## src/rtl/aes_stream_pkg.sv

```systemverilog
// Types and constants shared by the AES streaming stages: the block packer,
// the AES engine and the write-back serializer.
package aes_stream_pkg;

    localparam int DATA_W_DEF      = 16;
    localparam int BLOCK_W_DEF     = 128;
    localparam int WORDS_PER_BLOCK = BLOCK_W_DEF / DATA_W_DEF;
    localparam int IDX_W           = 3;
    localparam logic [IDX_W-1:0] LAST_IDX = IDX_W'(WORDS_PER_BLOCK - 1);

    typedef enum logic [2:0] {
        ST_IDLE      = 3'd0,
        ST_WAIT_DATA = 3'd1,
        ST_LATCH     = 3'd2,
        ST_PRESENT   = 3'd3,
        ST_DONE      = 3'd4
    } pack_state_e;

    function automatic logic is_busy_state(input pack_state_e st);
        logic busy;
        case (st)
            ST_WAIT_DATA, ST_LATCH, ST_PRESENT: busy = 1'b1;
            default:                            busy = 1'b0;
        endcase
        return busy;
    endfunction

endpackage

```

## src/rtl/aes_block_packer.sv

```systemverilog
// Gathers FIFO words into 128-bit blocks and hands them to the AES stage
// over valid/ready, for a programmed number of blocks per start pulse.
module aes_block_packer
    import aes_stream_pkg::*;
#(
    parameter int DATA_W  = DATA_W_DEF,
    parameter int BLOCK_W = BLOCK_W_DEF,
    parameter int LVL_W   = 16,
    parameter int CNT_W   = 16,
    parameter int RD_LAT  = 2
) (
    input  logic               iCLK,
    input  logic               iRST,
    input  logic               iSTART,
    input  logic [CNT_W-1:0]   iBLOCKS,
    input  logic [LVL_W-1:0]   iFIFO_USED,
    input  logic               iFIFO_BUSY,
    output logic               oREAD,
    input  logic [DATA_W-1:0]  iREADDATA,
    output logic [BLOCK_W-1:0] oBLOCK,
    output logic               oBLOCK_VALID,
    input  logic               iBLOCK_READY,
    output logic               oBUSY,
    output logic               oDONE,
    output logic [2:0]         oWORD_IDX,
    output logic [CNT_W-1:0]   oBLOCK_COUNT
);

    localparam int LAT_W = (RD_LAT < 1) ? 1 : $clog2(RD_LAT + 1);
    localparam logic [LAT_W-1:0] LAT_LAST = LAT_W'(RD_LAT);

    pack_state_e        state_r, state_s;
    logic               read_r, read_s;
    logic [BLOCK_W-1:0] block_r, block_s;
    logic               valid_r, valid_s;
    logic               busy_r, busy_s;
    logic               done_r, done_s;
    logic [IDX_W-1:0]   idx_r, idx_s;
    logic [CNT_W-1:0]   count_r, count_s;
    logic [CNT_W-1:0]   blocks_r, blocks_s;
    logic [LAT_W-1:0]   lat_r, lat_s;
    logic [CNT_W-1:0]   count_inc_s;

    // Next-state and next-output decode for the packing sequence
    always_comb begin
        state_s     = state_r;
        read_s      = 1'b0;
        block_s     = block_r;
        valid_s     = valid_r;
        idx_s       = idx_r;
        count_s     = count_r;
        blocks_s    = blocks_r;
        lat_s       = lat_r;
        count_inc_s = count_r + {{(CNT_W-1){1'b0}}, 1'b1};

        case (state_r)
            ST_IDLE, ST_DONE: begin
                if (iSTART) begin
                    blocks_s = iBLOCKS;
                    block_s  = {BLOCK_W{1'b0}};
                    idx_s    = {IDX_W{1'b0}};
                    count_s  = {CNT_W{1'b0}};
                    valid_s  = 1'b0;
                    state_s  = (iBLOCKS == {CNT_W{1'b0}}) ? ST_DONE : ST_WAIT_DATA;
                end else begin
                    state_s = state_r;
                end
            end
            ST_WAIT_DATA: begin
                // FIFO status is only looked at here; LATCH ignores it
                if ((iFIFO_USED != {LVL_W{1'b0}}) && !iFIFO_BUSY) begin
                    read_s  = 1'b1;
                    lat_s   = {LAT_W{1'b0}};
                    state_s = ST_LATCH;
                end else begin
                    state_s = ST_WAIT_DATA;
                end
            end
            ST_LATCH: begin
                if (lat_r == LAT_LAST) begin
                    block_s[int'(idx_r)*DATA_W +: DATA_W] = iREADDATA;
                    if (idx_r == LAST_IDX) begin
                        idx_s   = {IDX_W{1'b0}};
                        valid_s = 1'b1;
                        state_s = ST_PRESENT;
                    end else begin
                        idx_s   = idx_r + 3'd1;
                        state_s = ST_WAIT_DATA;
                    end
                end else begin
                    lat_s = lat_r + {{(LAT_W-1){1'b0}}, 1'b1};
                end
            end
            ST_PRESENT: begin
                if (iBLOCK_READY) begin
                    count_s = count_inc_s;
                    valid_s = 1'b0;
                    state_s = (count_inc_s == blocks_r) ? ST_DONE : ST_WAIT_DATA;
                end else begin
                    state_s = ST_PRESENT;
                end
            end
            default: begin
                state_s = ST_IDLE;
            end
        endcase

        busy_s = is_busy_state(state_s);
        done_s = (state_s == ST_DONE);
    end

    // State and output registers; reset drops any read still in flight
    always_ff @(posedge iCLK) begin
        if (iRST) begin
            state_r  <= ST_IDLE;
            read_r   <= 1'b0;
            block_r  <= {BLOCK_W{1'b0}};
            valid_r  <= 1'b0;
            busy_r   <= 1'b0;
            done_r   <= 1'b0;
            idx_r    <= {IDX_W{1'b0}};
            count_r  <= {CNT_W{1'b0}};
            blocks_r <= {CNT_W{1'b0}};
            lat_r    <= {LAT_W{1'b0}};
        end else begin
            state_r  <= state_s;
            read_r   <= read_s;
            block_r  <= block_s;
            valid_r  <= valid_s;
            busy_r   <= busy_s;
            done_r   <= done_s;
            idx_r    <= idx_s;
            count_r  <= count_s;
            blocks_r <= blocks_s;
            lat_r    <= lat_s;
        end
    end

    assign oREAD        = read_r;
    assign oBLOCK       = block_r;
    assign oBLOCK_VALID = valid_r;
    assign oBUSY        = busy_r;
    assign oDONE        = done_r;
    assign oWORD_IDX    = idx_r;
    assign oBLOCK_COUNT = count_r;

endmodule

```

## config.mk

```make
export PLATFORM = sky130hd
export DESIGN_NAME = aes_block_packer
export DESIGN_NICKNAME = d
export VERILOG_FILES = /design/src/rtl/aes_stream_pkg.sv /design/src/rtl/aes_block_packer.sv
export SDC_FILE = /design/constraint.sdc
export NUM_CORES = 1
export LEC_CHECK = 0
export ABC_AREA = 0
export CORE_UTILIZATION = 48
export CTS_CLUSTER_DIAMETER = 100
export DETAILED_ROUTE_END_ITERATION = 6
export PLACE_DENSITY = 0.78
export SLEW_MARGIN = 20
export SYNTH_ARGS = -nofsm -noshare
export SYNTH_HDL_FRONTEND = slang
export SYNTH_SLANG_ARGS = --single-unit
```

## constraint.sdc

```tcl
create_clock -name iCLK -period 3 [get_ports iCLK]
set_clock_uncertainty 0.2 [all_clocks]
set_input_delay 0.45 -clock iCLK [delete_from_list [all_inputs] [get_ports iCLK]]
set_output_delay 0.45 -clock iCLK [all_outputs]
set_load 0.01 [all_outputs]
```

; Yosys cells after proc, flatten, opt, wreduce, memory -nomap -nowiden
; Cells that the tools add are included.
[totals]
regBits = 172
input_bits = 53
output_inout_bits = 151
elab_cells = 80
[classes]
addsub = 4
n_eq_ne = 17
shift = 2
mux = 29
n_bitwise = 1
n_reduce_logical = 17
[op_table]
columns = op, n
row1 = $mux W128, 2
row2 = $pmux W128 S2, 1
row3 = $bwmux W128, 1
row4 = $shift A16 B33 Y128 const A, 1
row5 = $shiftx A16 B33 Y128, 1
row6 = $neg A7 Y33, 1
row7 = $mux W16, 2
row8 = $pmux W16 S2, 1
row9 = $mux W3, 8
row10 = $add A16 B1 Y16 const B, 1
row11 = $eq A16 B16 Y1, 1
row12 = $logic_not A16 Y1, 1
row13 = $reduce_bool A16 Y1, 1
row14 = $eq A3 B2 Y1 const B, 4
row15 = $ne A2 B2 Y1 const B, 6
row16 = $pmux W3 S4, 1
row17 = $eq A3 B3 Y1 const B, 3
row18 = $reduce_and A3 Y1, 3
row19 = $mux W2, 4
row20 = $eq A3 B1 Y1 const B, 2
row21 = $mux W1, 6
row22 = $pmux W3 S2, 1
row23 = $reduce_bool A2 Y1, 3
row24 = $reduce_and A5 Y1, 1
row25 = 13 further kinds, 14

; Depth between registers and ports, before layout
[logic_depth]
ltp_word = 8
mapped_depth = 10

; Worst setup path before layout
; OpenSTA, ideal clock, no wires.
[synth_timing]
path_type = reg-to-reg
startpoint = register idx_r[0], in the netlist oWORD_IDX[0]
endpoint = register block_r[70], in the netlist oBLOCK[70]
arrival_time_ns = 2.471
slack_ns = 0.259
stages_incl_launch_ff = 10
n_path_buf = 3
path_cell_list = dfxtp_1 buf_2 inv_1 ha_1 clkbuf_1 or3_1 nor3_1 clkbuf_1 nand3_1 a21oi_1
[synth_via]
elab_chain_len = 5
elab_cells_between_ends = 6
cone_classes = 1 x add/sub / 2 x shift / 3 x mux
[synth_lines]
columns = item, line
row1 = from (decl), aes_block_packer.sv:38  ; logic [IDX_W-1:0] idx_r, idx_s;
row2 = from (signal assigned), aes_block_packer.sv:121  ; idx_r <= {IDX_W{1'b0}};
row3 = from (signal assigned), aes_block_packer.sv:132  ; idx_r <= idx_s;
row4 = $neg A7 Y33 (*), aes_block_packer.sv:81  ; block_s[int'(idx_r)*DATA_W +: DATA_W] = iREADDATA;
row5 = $shiftx A16 B33 Y128 or $shift A16 B33 Y128 (tied branches), aes_block_packer.sv:81
row6 = $bwmux W128 (*), aes_block_packer.sv:81
row7 = $mux W128 (*), aes_block_packer.sv:80  ; if (lat_r == LAT_LAST) begin
row8 = $pmux W128 S2 (*), aes_block_packer.sv:56  ; case (state_r)
row9 = to (signal assigned), aes_block_packer.sv:117  ; block_r <= {BLOCK_W{1'b0}};
row10 = to (signal assigned), aes_block_packer.sv:128  ; block_r <= block_s;
row11 = to (decl), aes_block_packer.sv:34  ; logic [BLOCK_W-1:0] block_r, block_s;
; Mark *: on every way between the ends. The rest lies on a longest branch, timed or not. The select of a mux whose other input is x is not followed.
; A chain may end at the register's enable or synchronous reset.

; Worst setup path after layout
[layout_timing]
startpoint = register count_r[0], in the netlist oBLOCK_COUNT[0]
endpoint = register busy_r, in the netlist oBUSY
[layout_via]
elab_chain_len = 8
elab_cells_between_ends = 10
cone_classes = 1 x add/sub / 4 x eq/ne / 4 x mux / 1 x reduce/logical
[layout_lines]
columns = item, line
row1 = from (decl), aes_block_packer.sv:39  ; logic [CNT_W-1:0] count_r, count_s;
row2 = from (signal assigned), aes_block_packer.sv:122  ; count_r <= {CNT_W{1'b0}};
row3 = from (signal assigned), aes_block_packer.sv:133  ; count_r <= count_s;
row4 = $add A16 B1 Y16 (*), aes_block_packer.sv:54  ; count_inc_s = count_r + {{(CNT_W-1){1'b0}}, 1'b1};
row5 = $eq A16 B16 Y1 (*), aes_block_packer.sv:98  ; state_s = (count_inc_s == blocks_r) ? ST_DONE : ST_WAIT_DATA;
row6 = $mux W3 (*), aes_block_packer.sv:98
row7 = $mux W3 (*), aes_block_packer.sv:95  ; if (iBLOCK_READY) begin
row8 = $pmux W3 S4 (*), aes_block_packer.sv:56
row9 = $eq A3 B1 Y1 or $eq A3 B2 Y1 (tied branches), aes_stream_pkg.sv:21  ; case (st)
row10 = $reduce_or A3 Y1 (*), aes_stream_pkg.sv:21
row11 = $mux W1 (*), aes_stream_pkg.sv:21
row12 = to (signal assigned), aes_block_packer.sv:130  ; busy_r <= busy_s;
row13 = to (decl), aes_block_packer.sv:36  ; logic busy_r, busy_s;
; Mark *: on every way between the ends. The rest lies on a longest branch, timed or not.

==> results.json <==
{
  "outcome": "completed",
  "netlist_instances": 835,
  "clk_pin_slew_ns": 0.06,
  "synthArstFlopShare": 0,
  "setup_viol": 0,
  "dieArea_um2": 15200,
  "cp-end-kind": "flip-flop",
  "crit_family": "simple AND/OR/NAND/NOR gates",
  "cp_cell_sequence": "ha_1, nand4_2, or3_4, o31ai_1, o21ai_1, nor4_2, a41oi_1",
  "grt_pass1_wl_mm": 33.9,
  "cts-root-buf": "clkbuf_16",
  "cts_num_sinks": 172,
  "setup.worst_path.start_class": "flip-flop",
  "synth_area_per_cell_um2": 8.45,
  "netlist_top_cells_area": "dfxtp_1 (49%), a22oi_1 (10%), nor2_1 (7.2%)",
  "use_met2": 0.466,
  "cts_tree": "yes",
  "area_delta_synth_final_pct": 40.1,
  "layout_commonest_cell": "clkdlybuf4s50_1",
  "grt-ovfl-total": 0,
  "synth_edf_count": 0,
  "post_drt_wl_per_cell_um": 18.4,
  "crit_path_max_incr_delay_ns": 0.47,
  "finalCriticalPeriod_ns": 2.81,
  "timing.setup.tns_ns": 0,
  "viasPerCell": 5.77,
  "drv_slew": 0,
  "start_util": 0.501,
  "antenna_found_initial": 0,
  "cp_max_fo": 8,
  "ys_types": 56,
  "hold_path_class": "flip-flop to flip-flop",
  "synth_flop_cell": "dfxtp_1",
  "yosys_warnings": 0,
  "cp_num_buf_inv": 0,
  "dr.pass1.iters": 5,
  "gp_congestion": 0.920,
  "diodes": 0,
  "hpwlAfterDp_mm": 15.2,
  "fillCellCount": 1121,
  "vias": 6994,
  "rrSetupSlack_ns": 0.19,
  "die_h_um": 123,
  "grt_max_degree": 67,
  "rr_worst_depth": 7,
  "port_buffers": 203,
  "synth_nets": 897,
  "peakVddDrop_uv": 469,
  "seq_area_frac_synth": 0.488,
  "crit_cells": 7,
  "yosysTopAreaCellShare": 0.488,
  "tightestPinTransition_ns": 0.703,
  "leakage_nw": 3.45,
  "cpMaxStageDelayCell": "dfxtp_1",
  "timing.rr.end": "oBUSY",
  "arrival_ns": 2.90,
  "fmax_mhz": 356,
  "hold_viol": 0,
  "crit_path_end": "oBUSY",
  "critPathLaunch": "oBLOCK_COUNT[0]",
  "drc_errors": 0,
  "max-clock-path-buffers": 2,
  "postCtsSetupRepairBufs": 0,
  "drt_iter0_markers": 623,
  "r2r-start": "oBLOCK_COUNT[0]",
  "grt_pass1_vias": 6214,
  "fin_nets": 1081,
  "drive_gt1_frac": 0.0707,
  "drv_cap": 0,
  "core_region_area_um2": 14100,
  "detail-route-antenna-nets": 0,
  "clk_latency_ns": 0.44,
  "cts_resized": 0,
  "layout_common_cells": "clkdlybuf4s50_1 (202), dfxtp_1 (172), nor2_1 (135)",
  "synth_area_um2": 7060,
  "power_density_nw_per_um2": 502,
  "cts_made_buffers": 17,
  "synth_top_area_cell": "dfxtp_1",
  "routed_wl_mm": 22.4,
  "hold_buffers": 0,
  "power_mw": 4.97,
  "crit_required_ns": 3.09,
  "htree_levels": 4,
  "fin_crit_sh": 0.938,
  "relSlewSlack": 0.529,
  "postLayoutCoreUtil": 0.701,
  "rsz0062_at_grt": "no",
  "gr-usage-met3": 0.123,
  "track_usage": 0.295,
  "met1_usage": 0.368,
  "critical_path_class": "flip-flop to flip-flop",
  "fp.dieW_um": 123,
  "top_usage_layer": "met2",
  "row_count": 43,
  "ios": 204,
  "synth-seq-cells": 172
}
[registers in the layout, summed over array words and instances, names as in the netlist]
signal        cells
blocks_r         16
state_r           3
oBLOCK          128
oDONE             1
lat_r             2
oWORD_IDX         3
oBLOCK_VALID      1
oBLOCK_COUNT     16
oREAD             1
oBUSY             1
[report_power, final]
group	leakage [nW]	total [mW]	internal (mW)	switching [mW]
registers	1.39	2.32	2.30	0.0150
clock network	0.289	2.22	1.28	0.941
logic	1.77	0.424	0.153	0.270
[area by class of cell]
class                      count  area (µm²)  area share
sequential                   172        3440       0.348
multi-input combinational    588        3320       0.336
timing repair buffer         232        2270       0.230
clock buffer                  21         460      0.0466
tap                          180         225      0.0228
clock inverter                11         130      0.0132
inverter                       8        30.0     0.00304
[metrics by stage]
| step | instance area [µm²] | instances | hold slack, ns | setup WS (ns) |
|---|---|---|---|---|
| floorplan | 7060 | 835 | 0.248 | 0.259 |
| global placement | 9290 | 1180 | 0.237 | 0.362 |
| detailed placement | 9290 | 1180 | 0.243 | 0.242 |
| CTS | 9880 | 1212 | 0.252 | 0.203 |
| global route | 9880 | 1212 | 0.272 | 0.0538 |
| finish | 9880 | 1212 | 0.252 | 0.187 |
[cells in the mapped netlist (6+ instances only)]
library cell / instances
dfxtp_1: 172
nor2_1: 135
a22oi_1: 96
nand2_1: 89
a21oi_1: 76
clkbuf_1: 57
nand3_1: 44
nor4_1: 15
o21ai_0: 13
nor3_1: 10
xor2_1: 10
ha_1: 9
xnor2_1: 9
buf_2: 8
inv_1: 8
a31oi_1: 6
[how the worst min path moves through the flow]
stage	to	slack, ns	cells past startpoint	startpoint
finish	oBLOCK[64]	0.25	2	oBLOCK[64]
global route	oBLOCK[68]	0.27	2	oBLOCK[68]
CTS	oBLOCK[64]	0.25	2	oBLOCK[64]
detailed placement	oBLOCK[64]	0.24	2	oBLOCK[64]
global placement	oBLOCK[73]	0.24	2	oBLOCK[73]
floorplan	blocks_r[10]	0.25	2	blocks_r[10]
[routing by layer]
| layer | up-vias | part of all wire |
|---|---|---|
| li1 | 3332 | - |
| met2 | 265 | 0.46 |
| met3 | 29 | 0.10 |
| met4 | 0 | 0.018 |
| met5 | - | 0 |
| met1 | 3368 | 0.42 |
[worst register-to-register path: stages (launching register included)]
cell and delay (ns):
dfxtp_1 0.47, ha_1 0.36, nand4_2 0.19, or3_4 0.45, o31ai_1 0.26, o21ai_1 0.13, nor4_2 0.44, a41oi_1 0.18
[cell families after synthesis]
logic type      after synthesis  share of synthesized area
xor+xnor                     19                     0.0236
simple gates                337                      0.221
mux                           4                    0.00567
buf+inv                      75                     0.0418
flops                       172                      0.488
compound gates              219                      0.204
fa+ha+maj                     9                     0.0160
(Power assumes the default switching activity.)
